==> src/rtl/combo_check_pkg.sv <==
// ---------------------------------------------------------------------------
// combo_check_pkg
// Shared types and sizing constants for the combinational truth-table
// checker: the FSM state encoding, the number of input vectors walked,
// the vector index width and the width of the settle/mismatch counters.
// ---------------------------------------------------------------------------
package combo_check_pkg;

   // Checker FSM states
   typedef enum logic [1:0] {
      ST_IDLE   = 2'd0,
      ST_SETTLE = 2'd1,
      ST_SAMPLE = 2'd2,
      ST_DONE   = 2'd3
   } checkState_t;

   localparam int NUM_VECTORS = 8;
   localparam int VEC_W       = 3;
   localparam int CNT_W       = 4;

endpackage : combo_check_pkg

==> src/rtl/combo_truth_checker_settle_timer.sv <==
// ---------------------------------------------------------------------------
// settle_timer
// Load/count/expire counter that measures how long the current input vector
// has been held. It restarts from zero on every vector change and raises
// o_expire during the last of SETTLE_CYCLES counting cycles.
//
// Ports
//   clk       in   rising-edge clock
//   rst_n     in   asynchronous active-low reset
//   i_load    in   clear the count (vector change / run start)
//   i_enable  in   count this cycle
//   o_expire  out  high on the final counting cycle
// ---------------------------------------------------------------------------
module settle_timer
   import combo_check_pkg::*;
#(
   parameter int SETTLE_CYCLES = 4
) (
   input  logic clk,
   input  logic rst_n,
   input  logic i_load,
   input  logic i_enable,
   output logic o_expire
);

   logic [CNT_W-1:0] r_count;
   logic             w_lastCycle;

   // The terminal count is SETTLE_CYCLES-1 because the count starts at zero
   // on the first held cycle. Legal SETTLE_CYCLES is 1..15, so it fits CNT_W.
   assign w_lastCycle = (r_count == CNT_W'(SETTLE_CYCLES - 1));
   assign o_expire    = i_enable && w_lastCycle;

   // Count while enabled, fold back to zero on expiry so the next vector
   // starts clean even if no explicit load arrives.
   always_ff @(posedge clk or negedge rst_n) begin
      if (!rst_n) begin
         r_count <= '0;
      end else if (i_load) begin
         r_count <= '0;
      end else if (i_enable) begin
         if (w_lastCycle) begin
            r_count <= '0;
         end else begin
            r_count <= r_count + 1'b1;
         end
      end
   end

endmodule : settle_timer

==> config.mk <==
export PLATFORM = sky130hd
export DESIGN_NAME = settle_timer
export DESIGN_NICKNAME = d
export VERILOG_FILES = /design/src/rtl/combo_check_pkg.sv /design/src/rtl/combo_truth_checker_settle_timer.sv
export SDC_FILE = /design/constraint.sdc
export NUM_CORES = 1
export LEC_CHECK = 0
export BUFFER_PORTS_ARGS = -buffer_cell sky130_fd_sc_hd__buf_2
export CORE_AREA = 4 4 41 43
export CTS_BUF_LIST = sky130_fd_sc_hd__clkbuf_8
export CTS_CLUSTER_SIZE = 25
export DETAILED_ROUTE_END_ITERATION = 8
export DIE_AREA = 0 0 45 47
export PLACE_DENSITY_LB_ADDON = 0.2
export SYNTH_ARGS = -nofsm -noshare
export SYNTH_HDL_FRONTEND = slang
export SYNTH_SLANG_ARGS = --single-unit
export TNS_END_PERCENT = 50
==> constraint.sdc <==
create_clock -name clk -period 1 [get_ports clk]
set_clock_uncertainty 0.05 [all_clocks]
set_input_delay 0.25 -clock clk [delete_from_list [all_inputs] [get_ports clk]]
set_output_delay 0.25 -clock clk [all_outputs]
set_load 0.005 [all_outputs]
# Word level (Yosys, flattened, before mapping)
# Cells that the tools add are included.
# op_classes
eq_ne,1
shifts,0
reduce_logical,2
div,0
bitwise_logic,0
mux,3
magnitude_cmp,0
multipliers,0
addsub,1
# ops
op,n
$mux 4,3
$add 4x1->4 const B,1
$eq 4x2->1 const B,1
$reduce_bool 2->1,1
$logic_and 1x1->1,1
# totals
input_bits,4
ram_bits,0
memories,0
romBits,0
elab_cells,8
ff_bits,4
latchBits,0
output_inout_bits,1

# Longest topological paths before layout
# Gate-level depths: netlist of the first run.
# logic_depth
depth_word,4
ltp_mapped,3
ltp_nobuf,3

# Worst setup path before layout of the first run
# No wires, ideal clock.
# synth_timing
path_type,register to output
from,reg r_count[0]
to,out o_expire
path_stages_with_launch,4
arrival_time_ps,804
slack_ps,-104
path_cell_list,dfrtp_1 > ha_1 > nand2_1 > nor3_1
# synth_via
elab_chain_len,2
# synth_rtl
element,line,source
from (decl),combo_truth_checker_settle_timer.sv:26,logic [CNT_W-1:0] r_count;
from (signal assigned),combo_truth_checker_settle_timer.sv:45,r_count <= r_count + 1'b1;
$eq 4x2->1,combo_truth_checker_settle_timer.sv:31,assign w_lastCycle = (r_count == CNT_W'(SETTLE_CYCLES - 1));
$logic_and 1x1->1,combo_truth_checker_settle_timer.sv:32,assign o_expire = i_enable && w_lastCycle;
to (decl),combo_truth_checker_settle_timer.sv:23,output logic o_expire
# Every way passes these cells.

# Worst setup path after layout of the first run
# Same ends and word-level chain as after synthesis.

==> out/qor.yml, run 1 <==
status: "finished with violations"
violations: "setup timing"
final_cells: 47
largest-register: "r_count"
rsz0062_at_grt: "yes"
fin_crit_ns: 1.32
timing.final.crit_share_pct: 132
ir_worst_vdd_mv: 0.645
finalHoldViolCount: 0
grt_pass1_vias: 204
slew_violations: 0
crit_slowest_cell: "dfrtp_1"
clock_latency_ns: 0.21
hp-class: "primary input to flip-flop"
die-area_um2: 2120
drcViolationCount: 0
cts_buffer_depth: 2
core_area_um2: 1300
initial_core_util_pct: 17.6
cts_buffers: 3
synth.avg_cell_area_um2: 12.1
combPwrFrac_pct: 11.8
syn_nets: 24
drv_cap: 0
dr.pass1.iters: 1
worst_slack_ns: -0.321
vias_per_cell: 3.94
htreeDepth: 1
final_area_um2: 364
place_congestion: 0.682
antenna_found_initial: 0
leakagePower_nw: 0.181
dp_cells: 41
clkTransAtPathRegs_ns: 0.03
grt_use_total_pct: 5.79
top_layer: "met3"
synth_top_area_share_pct: 43.7
fp-row-count: 13
synth_warnings: 0
die_w_um: 45
pwr-share-seq_pct: 30.3
path_max_fanout: 2
startpoint: "r_count[0]"
startpoint_type: "flip-flop"
critical_path_class: "flip-flop to output pin"
drive_gt1_share_pct: 56.3
cp_data_arrival_time_ns: 1.02
relSlewSlack_pct: 89.9
yosys-top-cells-area: "dfrtp_1 44%, nand4_4 9.3%, mux2_4 6.6%, ha_1 5.5%, buf_6 4.9%"
p_int_w: 0.000463
io_buffers: 4
ys_types: 14
r2r_start: "r_count[0]"
dr.first_iter.drc_count: 0
grt_max_degree: 6
crit_chain: "ha_2 > nand2_1 > nor3_2 > buf_2"
via_count: 185
synth_cells: 19
place_area_um2: 292
ff2ff_path_depth: 5
clkPwrFrac_pct: 57.8
cts_root_buffer: "clkbuf_8"
grt_pass1_wl_um: 772
drt-met1-wl_um: 194
worstMarginPinSlew_ns: 0.147
powerDensity_nw_per_um2: 1580
r2r-end: "r_count[2]"
post_drt_wl_per_cell_um: 9.68
finalSetupTns_ns: -0.611
sw_frac_of_total_pct: 19.7
crit_path_max_incr_delay_ns: 0.34
dr_wl_met2_um: 248
ant_nets: 0
reg.largest.list: "r_count: 4 flops"
drt_wl_total_um: 455
post-dp-hpwl_um: 350
cts.sinks: 4
largest_reg_flops: 4
diodes: 0
synth_area_um2: 229
fp.dieH_um: 47
seq_area_frac_synth_pct: 43.7
cp-end-kind: "output pin"
syn_to_final_growth_pct: 59.0
required_ns: 0.70
fmax_ghz: 0.757
crit_end: "o_expire"
gr-total-overflow: 0
fin_nets: 39
reg2reg_setup_slack_ns: -0.21
ys_seq_elements: 4
cts_tree: "done"
met3_wirelength_um: 11
synth_area_leader_cell: "dfrtp_1"
ios: 5
setup_viol_count_final: 4
switchingPower_w: 0.000114
[cell type report]
class                   instances  area, µm²
fillers                       145        937
flip-flops and latches          4        100
repair buffers                 11       75.1
multi-input cells              14        129
well taps                      15       18.8
clock buffers                   3       41.3
[worst min path at each step]
stage / slack [ns] / depth (start not counted) / from / endpoint
floorplan: -0.1 / 0 / rst_n / r_count[0]
global placement: 0.007 / 1 / rst_n / r_count[3]
detailed placement: 0.009 / 1 / rst_n / r_count[3]
CTS: 0.21 / 2 / i_load / r_count[2]
global route: 0.22 / 2 / i_load / r_count[2]
finish: 0.21 / 2 / i_load / r_count[2]
[power by group through the flow]
stage               clock network (W)   logic, W  registers (W)
detailed placement                  0  0.0000622       0.000176
global route                 0.000357  0.0000748       0.000176
CTS                          0.000343  0.0000680       0.000175
floorplan                           0  0.0000264       0.000182
finish                       0.000334  0.0000683       0.000175
global placement                    0  0.0000595       0.000176
[cell families (layout without fill, tap and decap cells)]
group / Yosys count / in the layout / share of synthesized area (%)
adders and majority gates: 1 / 1 / 5.46
AOI/OAI and AO/OA: 2 / 2 / 6.56
muxes: 2 / 2 / 10.9
and+or+nand+nor: 8 / 8 / 24.6
DFF: 4 / 4 / 43.7
buffers and inverters: 1 / 14 / 4.92
xor gates and xnor gates: 1 / 1 / 3.83
[layer usage]
layer | vias to the layer above | GRT usage, %
met5 | - | 0
met4 | 0 | 8.77
met3 | 0 | 2.30
met2 | 4 | 8.19
met1 | 89 | 5.29
li1 | 92 | -
[worst max-delay path: cells and delay by family, from the launching register on]
| kind | cells | cell delay [ns] |
|---|---|---|
| flops | 1 | 0.34 |
| fa+ha+maj | 1 | 0.18 |
| simple gates | 2 | 0.15 |
| buf+inv | 1 | 0.14 |
[per-stage QoR]
step | util (%) | hold slack, ns | power [W] | setup slack [ns]
4_1_cts | 27.4 | 0.205 | 0.000586 | -0.339
3_3_place_gp | 22.4 | 0.00708 | 0.000236 | -0.132
2_1_floorplan | - | -0.0956 | 0.000208 | -0.0673
5_1_grt | 28.0 | 0.219 | 0.000607 | -0.388
6_report | 28.0 | 0.208 | 0.000577 | -0.321
3_5_place_dp | 22.4 | 0.00875 | 0.000239 | -0.135
[layout by cell type, fill, tap and decap left out, drive strengths merged]
cell type | Yosys | routed
nand4b | 1 | 1
dfrtp | 4 | 4
mux2i | 1 | 1
xnor2 | 1 | 1
nor2b | 1 | 1
buf | 1 | 10
nor2 | 3 | 3
ha | 1 | 1
a21oi | 1 | 1
dlygate4sd3 | 0 | 1
nand4 | 1 | 1
clkbuf | 0 | 3
nor3 | 1 | 1
nand2 | 1 | 1
a21bo | 1 | 1
mux2 | 1 | 1
[repair_timing]
item	in CTS	in global routing
hold endpoints to repair	4	0
hold buffers	1	0
gates resized for setup	2	0
pin swaps	2	1
setup buffers	1	1
setup endpoints to repair	4	4
[synthesized netlist by cell type (all sizes together)]
master,count
dfrtp,4
nor2,3
a21bo,1
a21oi,1
buf,1
ha,1
mux2,1
mux2i,1
nand2,1
nand4,1
nand4b,1
nor2b,1
nor3,1
xnor2,1
(Power assumes the default switching activity.)
==> run 2: changes to the inputs <==
--- a/config.mk
+++ b/config.mk
@@ -11,7 +11,7 @@
 export CTS_CLUSTER_SIZE = 25
 export DETAILED_ROUTE_END_ITERATION = 8
 export DIE_AREA = 0 0 45 47
-export PLACE_DENSITY_LB_ADDON = 0.2
+export SLEW_MARGIN = 30
 export SYNTH_ARGS = -nofsm -noshare
 export SYNTH_HDL_FRONTEND = slang
 export SYNTH_SLANG_ARGS = --single-unit
==> constraint.sdc (replaced) <==
create_clock -name clk -period 1 [get_ports clk]
set_clock_uncertainty 0.05 [all_clocks]
set_input_delay 0.2 -clock clk [delete_from_list [all_inputs] [get_ports clk]]
set_output_delay 0.2 -clock clk [all_outputs]
set_load 0.005 [all_outputs]
==> run 2 against run 1 <==
Net effect: the flow still finishes with violations (setup timing); non-clock buffer count is the same; global-route usage down 0.31 points; utilization up 0.87 points; die area unchanged.
==> out/qor.yml, run 2 (synthesized netlist as in run 1, its figures left out) <==
cts_buffers: 3  # unchanged
hold_end: "r_count[2]"  # unchanged
dr.pass1.iters: 2  # was 1
cts_tree: "done"  # unchanged
final_cells: 47  # unchanged
r2r_start: "r_count[0]"  # unchanged
cts.sinks: 4  # unchanged
clkTransAtPathRegs_ns: 0.03  # about the same
worstMarginPinSlew_ns: 0.175  # was 0.147 ns
mostFrequentLayoutCell: "buf_4"  # unchanged
clock_latency_ns: 0.21  # about the same
fin_crit_ns: 1.27  # was 1.32 ns
largest-register: "r_count"  # unchanged
antenna_found_initial: 0  # unchanged
final_cell_mix: "5 x buf_4, 4 x buf_2, 4 x dfrtp_1"  # was 6 x buf_4, 4 x buf_2, 4 x dfrtp_1
timing.final.crit_share_pct: 127  # was 132%
crit_slowest_cell: "dfrtp_1"  # unchanged
powerDensity_nw_per_um2: 1560  # was 1580 nW/µm²
rsz0062_at_grt: "yes"  # unchanged
crit_chain: "ha_2 > nand2_1 > nor3_2 > buf_2"  # unchanged
ant_nets: 0  # unchanged
ios: 5  # unchanged
syn_to_final_growth_pct: 63.9  # was 59.0%
cts_root_buffer: "clkbuf_8"  # unchanged
core_area_um2: 1300  # unchanged
min-delay-start: "i_load"  # unchanged
grtUsageMet1_pct: 7.62  # was 5.29%
cp-end-kind: "output pin"  # unchanged
relSlewSlack_pct: 88.3  # was 89.9%
fp-row-count: 13  # unchanged
grt_pass1_vias: 182  # was 204
drive_gt1_share_pct: 59.4  # was 56.3%
hp-class: "primary input to flip-flop"  # unchanged
htreeDepth: 1  # unchanged
dp_cells: 41  # unchanged
startpoint_type: "flip-flop"  # unchanged
leakagePower_nw: 0.187  # was 0.181 nW
drv_cap: 0  # unchanged
place_congestion: 0.631  # was 0.682
reg.largest.list: "r_count: 4 flops"  # unchanged
grt_use_total_pct: 5.48  # was 5.79%
diodes: 0  # unchanged
grt_use_met3_pct: 1.53  # was 2.30%
post_drt_wl_per_cell_um: 9.13  # was 9.68 µm
fin_util_pct: 28.8  # was 28.0%
drcViolationCount: 0  # unchanged
r2r-end: "r_count[3]"  # was r_count[2]
fin_nets: 39  # unchanged
io_buffers: 4  # unchanged
slew_violations: 0  # unchanged
cp_top_family: "flip-flops"  # unchanged
cts_buffer_depth: 2  # unchanged
via_count: 179  # was 185
status: "finished with violations"  # unchanged
grt_max_degree: 6  # unchanged
drt_wl_total_um: 429  # was 455 µm
worst-path-buf-inv: 1  # unchanged
vias_per_cell: 3.81  # was 3.94
grt.busiest_layer: "met1"  # was met4
dr.first_iter.drc_count: 1  # was 0
reg2reg_setup_slack_ns: -0.17  # was -0.21 ns
critical_path_class: "flip-flop to output pin"  # unchanged
crit_path_max_incr_delay_ns: 0.34  # about the same
initial_core_util_pct: 17.6  # unchanged
ff2ff_path_depth: 4  # was 5
gr-total-overflow: 0  # unchanged
violations: "setup timing"  # unchanged
ir_worst_vdd_mv: 0.891  # was 0.645 mV
met2_usage_pct: 5.65  # was 8.19%
required_ns: 0.75  # was 0.70 ns
finalHoldViolCount: 0  # unchanged
cp_data_arrival_time_ns: 1.02  # about the same
whs_path_depth: 2  # unchanged
grt_pass1_wl_um: 759  # was 772 µm
largest_reg_flops: 4  # unchanged
fmax_ghz: 0.788  # was 0.757 GHz
total_power_w: 0.000587  # was 0.000577 W
setup_viol_count_final: 3  # was 4
die-area_um2: 2120  # unchanged
finalSetupTns_ns: -0.531  # was -0.611 ns
path_max_fanout: 2  # unchanged
die_w_um: 45  # unchanged
worst_slack_ns: -0.269  # was -0.321 ns
fp.dieH_um: 47  # unchanged
==> run 2: cell types whose count changed in the layout (fill, tap and decap cells not counted) <==
cell     change
xnor2_1      -1
xnor2_2      +1
buf_6        +1
buf_4        -1
==> run 2: how the worst max path moves through the flow <==
stage	from	end	slack (ns)	cells past startpoint
4_1_cts	r_count[1]	o_expire	-0.28	4
2_1_floorplan	r_count[0]	o_expire	-0.02	3
6_report	r_count[0]	o_expire	-0.27	4
3_3_place_gp	r_count[0]	o_expire	-0.1	4
3_5_place_dp	r_count[0]	o_expire	-0.10	4
5_1_grt	r_count[0]	o_expire	-0.37	4
==> run 2: through the flow <==
| step | instance area, µm² | hold slack, ns | setup slack [ns] |
|---|---|---|---|
| finish | 375 | 0.156 | -0.269 |
| global route | 375 | 0.174 | -0.375 |
| CTS | 372 | 0.152 | -0.282 |
| detailed placement | 294 | -0.0423 | -0.101 |
| global placement | 294 | -0.0426 | -0.0977 |
| floorplan | 236 | -0.146 | -0.0195 |
==> run 2: report_power, final <==
| group | internal, W | switching [W] | total [W] |
|---|---|---|---|
| logic | 0.0000485 | 0.0000356 | 0.0000841 |
| clock network | 0.000256 | 0.0000721 | 0.000328 |
| registers | 0.000171 | 0.00000436 | 0.000175 |
==> run 2: per-layer routing <==
layer | up-vias | share of wire (%) | wire, µm
met2 | 7 | 36 | 154
met3 | 2 | 8.6 | 37
met4 | 0 | 3.3 | 14
met1 | 78 | 52 | 223
li1 | 92 | - | -
met5 | - | 0 | 0
==> run 2: final cells by class <==
cell class | instances | area [µm²]
Fill cell | 145 | 926
Multi-Input combinational cell | 14 | 136
Sequential cell | 4 | 100
Timing Repair Buffer | 11 | 78.8
Clock buffer | 3 | 41.3
Tap cell | 15 | 18.8
==> run 2: timing repair <==
action	CTS	global route
hold buffers	1	0
hold endpoints to repair	4	0
gates cloned	0	0
gates resized for setup	2	1
setup buffers	2	1
endpoints found under the setup margin	4	5
pin swaps	3	0
==> run 3: changes to the inputs <==
--- a/config.mk
+++ b/config.mk
@@ -5,6 +5,7 @@
 export SDC_FILE = /design/constraint.sdc
 export NUM_CORES = 1
 export LEC_CHECK = 0
+export ABC_AREA = 1
 export BUFFER_PORTS_ARGS = -buffer_cell sky130_fd_sc_hd__buf_2
 export CORE_AREA = 4 4 41 43
 export CTS_BUF_LIST = sky130_fd_sc_hd__clkbuf_8
==> run 3 against run 2 <==
Net effect: non-clock buffer count did not move; sequential power barely moved; clock power barely moved; highest routed layer unchanged; die area did not move; global-route usage rose by 1.7 points; the run still ends with setup timing left; register-to-register slack improved by 0.09 ns; worst setup slack got worse by 0.041 ns; via count rose by 37%; fmax fell by 3.1%; final cell count rose by 21%; utilization fell by 0.38 points.
==> out/qor.yml, run 3 <==
timing.hold.ws_ns: 0.212  # was 0.156 ns
final_cell_mix: "7 x nand2_1, 6 x buf_4, 4 x dfrtp_1"  # was 5 x buf_4, 4 x buf_2, 4 x dfrtp_1
ios: 5  # unchanged
hp-class: "primary input to flip-flop"  # unchanged
startpoint_type: "flip-flop"  # unchanged
ant_nets: 0  # unchanged
drv_cap: 0  # unchanged
path_max_fanout: 3  # was 2
dr.pass1.iters: 4  # was 2
crit_chain: "ha_2 > and3_4 > buf_6"  # was ha_2 > nand2_1 > nor3_2 > buf_2
cts_root_buffer: "clkbuf_8"  # unchanged
fin_util_pct: 28.5  # was 28.8%
critical_path_class: "flip-flop to output pin"  # unchanged
htreeDepth: 1  # unchanged
post_drt_wl_per_cell_um: 8.91  # was 9.13 µm
fin_crit_ns: 1.31  # was 1.27 ns
cts.sinks: 4  # unchanged
leakagePower_nw: 0.189  # was 0.187 nW
dr.first_iter.drc_count: 2  # was 1
drcViolationCount: 0  # unchanged
place_congestion: 0.757  # was 0.631
gr-total-overflow: 0  # unchanged
largest-register: "r_count"  # unchanged
drt_wl_total_um: 508  # was 429 µm
die_w_um: 45  # unchanged
worst-path-buf-inv: 1  # unchanged
cp-end-kind: "output pin"  # unchanged
synth_flop_cell: "dfrtp_1"  # unchanged
die-area_um2: 2120  # unchanged
synth_area_leader_cell: "dfrtp_1"  # unchanged
synth_cells: 28  # was 19
finalSetupTns_ns: -0.443  # was -0.531 ns
mostFrequentLayoutCell: "nand2_1"  # was buf_4
core_area_um2: 1300  # unchanged
syn_nets: 33  # was 24
status: "finished with violations"  # unchanged
ys_seq_elements: 4  # unchanged
synth_top_area_share_pct: 45.5  # was 43.7%
relSlewSlack_pct: 88.3  # about the same
cts_buffers: 3  # unchanged
fin_nets: 49  # was 39
regArea_um2: 100  # unchanged
synth.avg_cell_area_um2: 7.86  # was 12.1 µm²
slew_violations: 0  # unchanged
drive_gt1_share_pct: 42.9  # was 59.4%
postCtsSetupBuffers: 0  # was 2
antenna_found_initial: 0  # unchanged
yosysMostFrequentCell: "nand2_1"  # was dfrtp_1
ir_worst_vdd_mv: 0.564  # was 0.891 mV
reg.largest.list: "r_count: 4 flops"  # unchanged
grt_pass1_vias: 248  # was 182
powerDensity_nw_per_um2: 1510  # was 1560 nW/µm²
post-dp-hpwl_um: 424
via_count: 246  # was 179
setup_viol_count_final: 3  # unchanged
finalHoldViolCount: 0  # unchanged
largest_reg_flops: 4  # unchanged
synth_area_um2: 220  # was 229 µm²
grt_pass1_wl_um: 945  # was 759 µm
io_buffers: 4  # unchanged
crit_slowest_cell: "dfrtp_1"  # unchanged
synth_enable_flop_cells: 0  # unchanged
synth_warnings: 0  # unchanged
fmax_ghz: 0.763  # was 0.788 GHz
cts_buffer_depth: 2  # unchanged
diodes: 0  # unchanged
cp_top_family: "flip-flops"  # unchanged
cp_data_arrival_time_ns: 1.06  # was 1.02 ns
final_area_um2: 370  # was 375 µm²
violations: "setup timing"  # unchanged
ys_types: 12  # was 14
clkTransAtPathRegs_ns: 0.03  # about the same
timing.final.crit_share_pct: 131  # was 127%
seq_area_frac_synth_pct: 45.5  # was 43.7%
dpl_worst_slack_ns: -0.0869  # was -0.101 ns
vias_per_cell: 4.32  # was 3.81
worstMarginPinSlew_ns: 0.176  # was 0.175 ns
nFillCells: 152  # was 145
crit_path_max_incr_delay_ns: 0.39  # was 0.34 ns
worst_slack_ns: -0.310  # was -0.269 ns
syn_to_final_growth_pct: 68.2  # was 63.9%
cts_tree: "done"  # unchanged
synth_async_sr_flop_share_pct: 100  # unchanged
fp-row-count: 13  # unchanged
place_area_um2: 310  # was 294 µm²
multi_input_area_um2: 121  # was 136 µm²
yosys-top-cells-area: "dfrtp_1 45%, nand2_1 12%, nand3_1 6.8%, nor2_1 6.8%, ha_1 5.7%"  # was dfrtp_1 44%, nand4_4 9.3%, mux2_4 6.6%, ha_1 5.5%, buf_6 4.9%
initial_core_util_pct: 16.9  # was 17.6%
clock_latency_ns: 0.21  # about the same
grt_use_total_pct: 7.13  # was 5.48%
synth_common_cells: "7 x nand2_1, 4 x dfrtp_1, 4 x nor2_1"  # was 4 x dfrtp_1, 3 x nor2_1
grt_max_degree: 7  # was 6
rsz0062_at_grt: "yes"  # unchanged
required_ns: 0.75  # about the same
fp.dieH_um: 47  # unchanged
## run 3: changes by cell type in the layout (fill, tap and decap cells not counted), sizes merged
cell	before	now
a21bo	1	0
a21oi	1	2
and3	0	1
inv	0	2
mux2	1	0
mux2i	1	0
nand2	1	8
nand3	0	3
nand4b	1	0
nor2	3	4
nor2b	1	0
nor3	1	0
o21ai	0	2
xnor2	1	0
## run 3: final timing paths
path | startpoint | end | slack [ns] | cells after the start
max in group asynchronous | rst_n | r_count[3] | 0.51 | 2
min reg2reg | r_count[1] | r_count[1] | 0.53 | 3
min in group asynchronous | rst_n | r_count[0] | 0.27 | 2
max reg2reg | r_count[0] | r_count[3] | -0.08 | 5
max | r_count[0] | o_expire | -0.31 | 3
min | i_load | r_count[1] | 0.21 | 4
## run 3: per-stage QoR
| stage | total power, W | instances |
|---|---|---|
| after floorplan | 0.000197 | 28 |
| after global placement | 0.000227 | 53 |
| after detailed placement | 0.000228 | 53 |
| after CTS | 0.000577 | 57 |
| after global routing | 0.000597 | 57 |
| final | 0.000560 | 57 |
## run 3: per-layer routing
metal | share of wire [%] | track usage, %
met5 | 0 | 0
met4 | 3.7 | 10.5
met1 | 40 | 6.65
met3 | 4.3 | 2.30
met2 | 52 | 10.5
## run 3: cells by family after synthesis
group	after synthesis	share of synthesized area (%)
adders and majority gates	1	5.68
and+or+nand+nor	17	34.7
DFF	4	45.5
buffers and inverters	2	3.41
AOI/OAI and AO/OA	4	10.8
## run 3: what timing repair did
action,in CTS,in global routing
hold buffers,1,0
resized for setup,1,1
gates cloned,0,0
endpoints found under the setup margin,3,3
hold endpoints to repair,4,0
## run 3: cell type report
type | count | area share (%)
clock buffers | 3 | 11.1
repair buffers | 11 | 22.0
flip-flops and latches | 4 | 27.0
well taps | 15 | 5.07
multi-input cells | 22 | 32.8
inverters | 2 | 2.03
## run 3: worst reg2reg max path: stages (launching register included)
cell and delay [ns]:
dfrtp_1 0.39, ha_2 0.19, buf_4 0.14, a21oi_2 0.12, nand3_1 0.08, nand2_1 0.06
## run 3: where the power goes
part	switching (W)	total [W]	internal (W)
logic	0.0000270	0.0000548	0.0000278
registers	0.00000468	0.000175	0.000170
clock network	0.0000750	0.000331	0.000256
total	0.000107	0.000560	0.000454
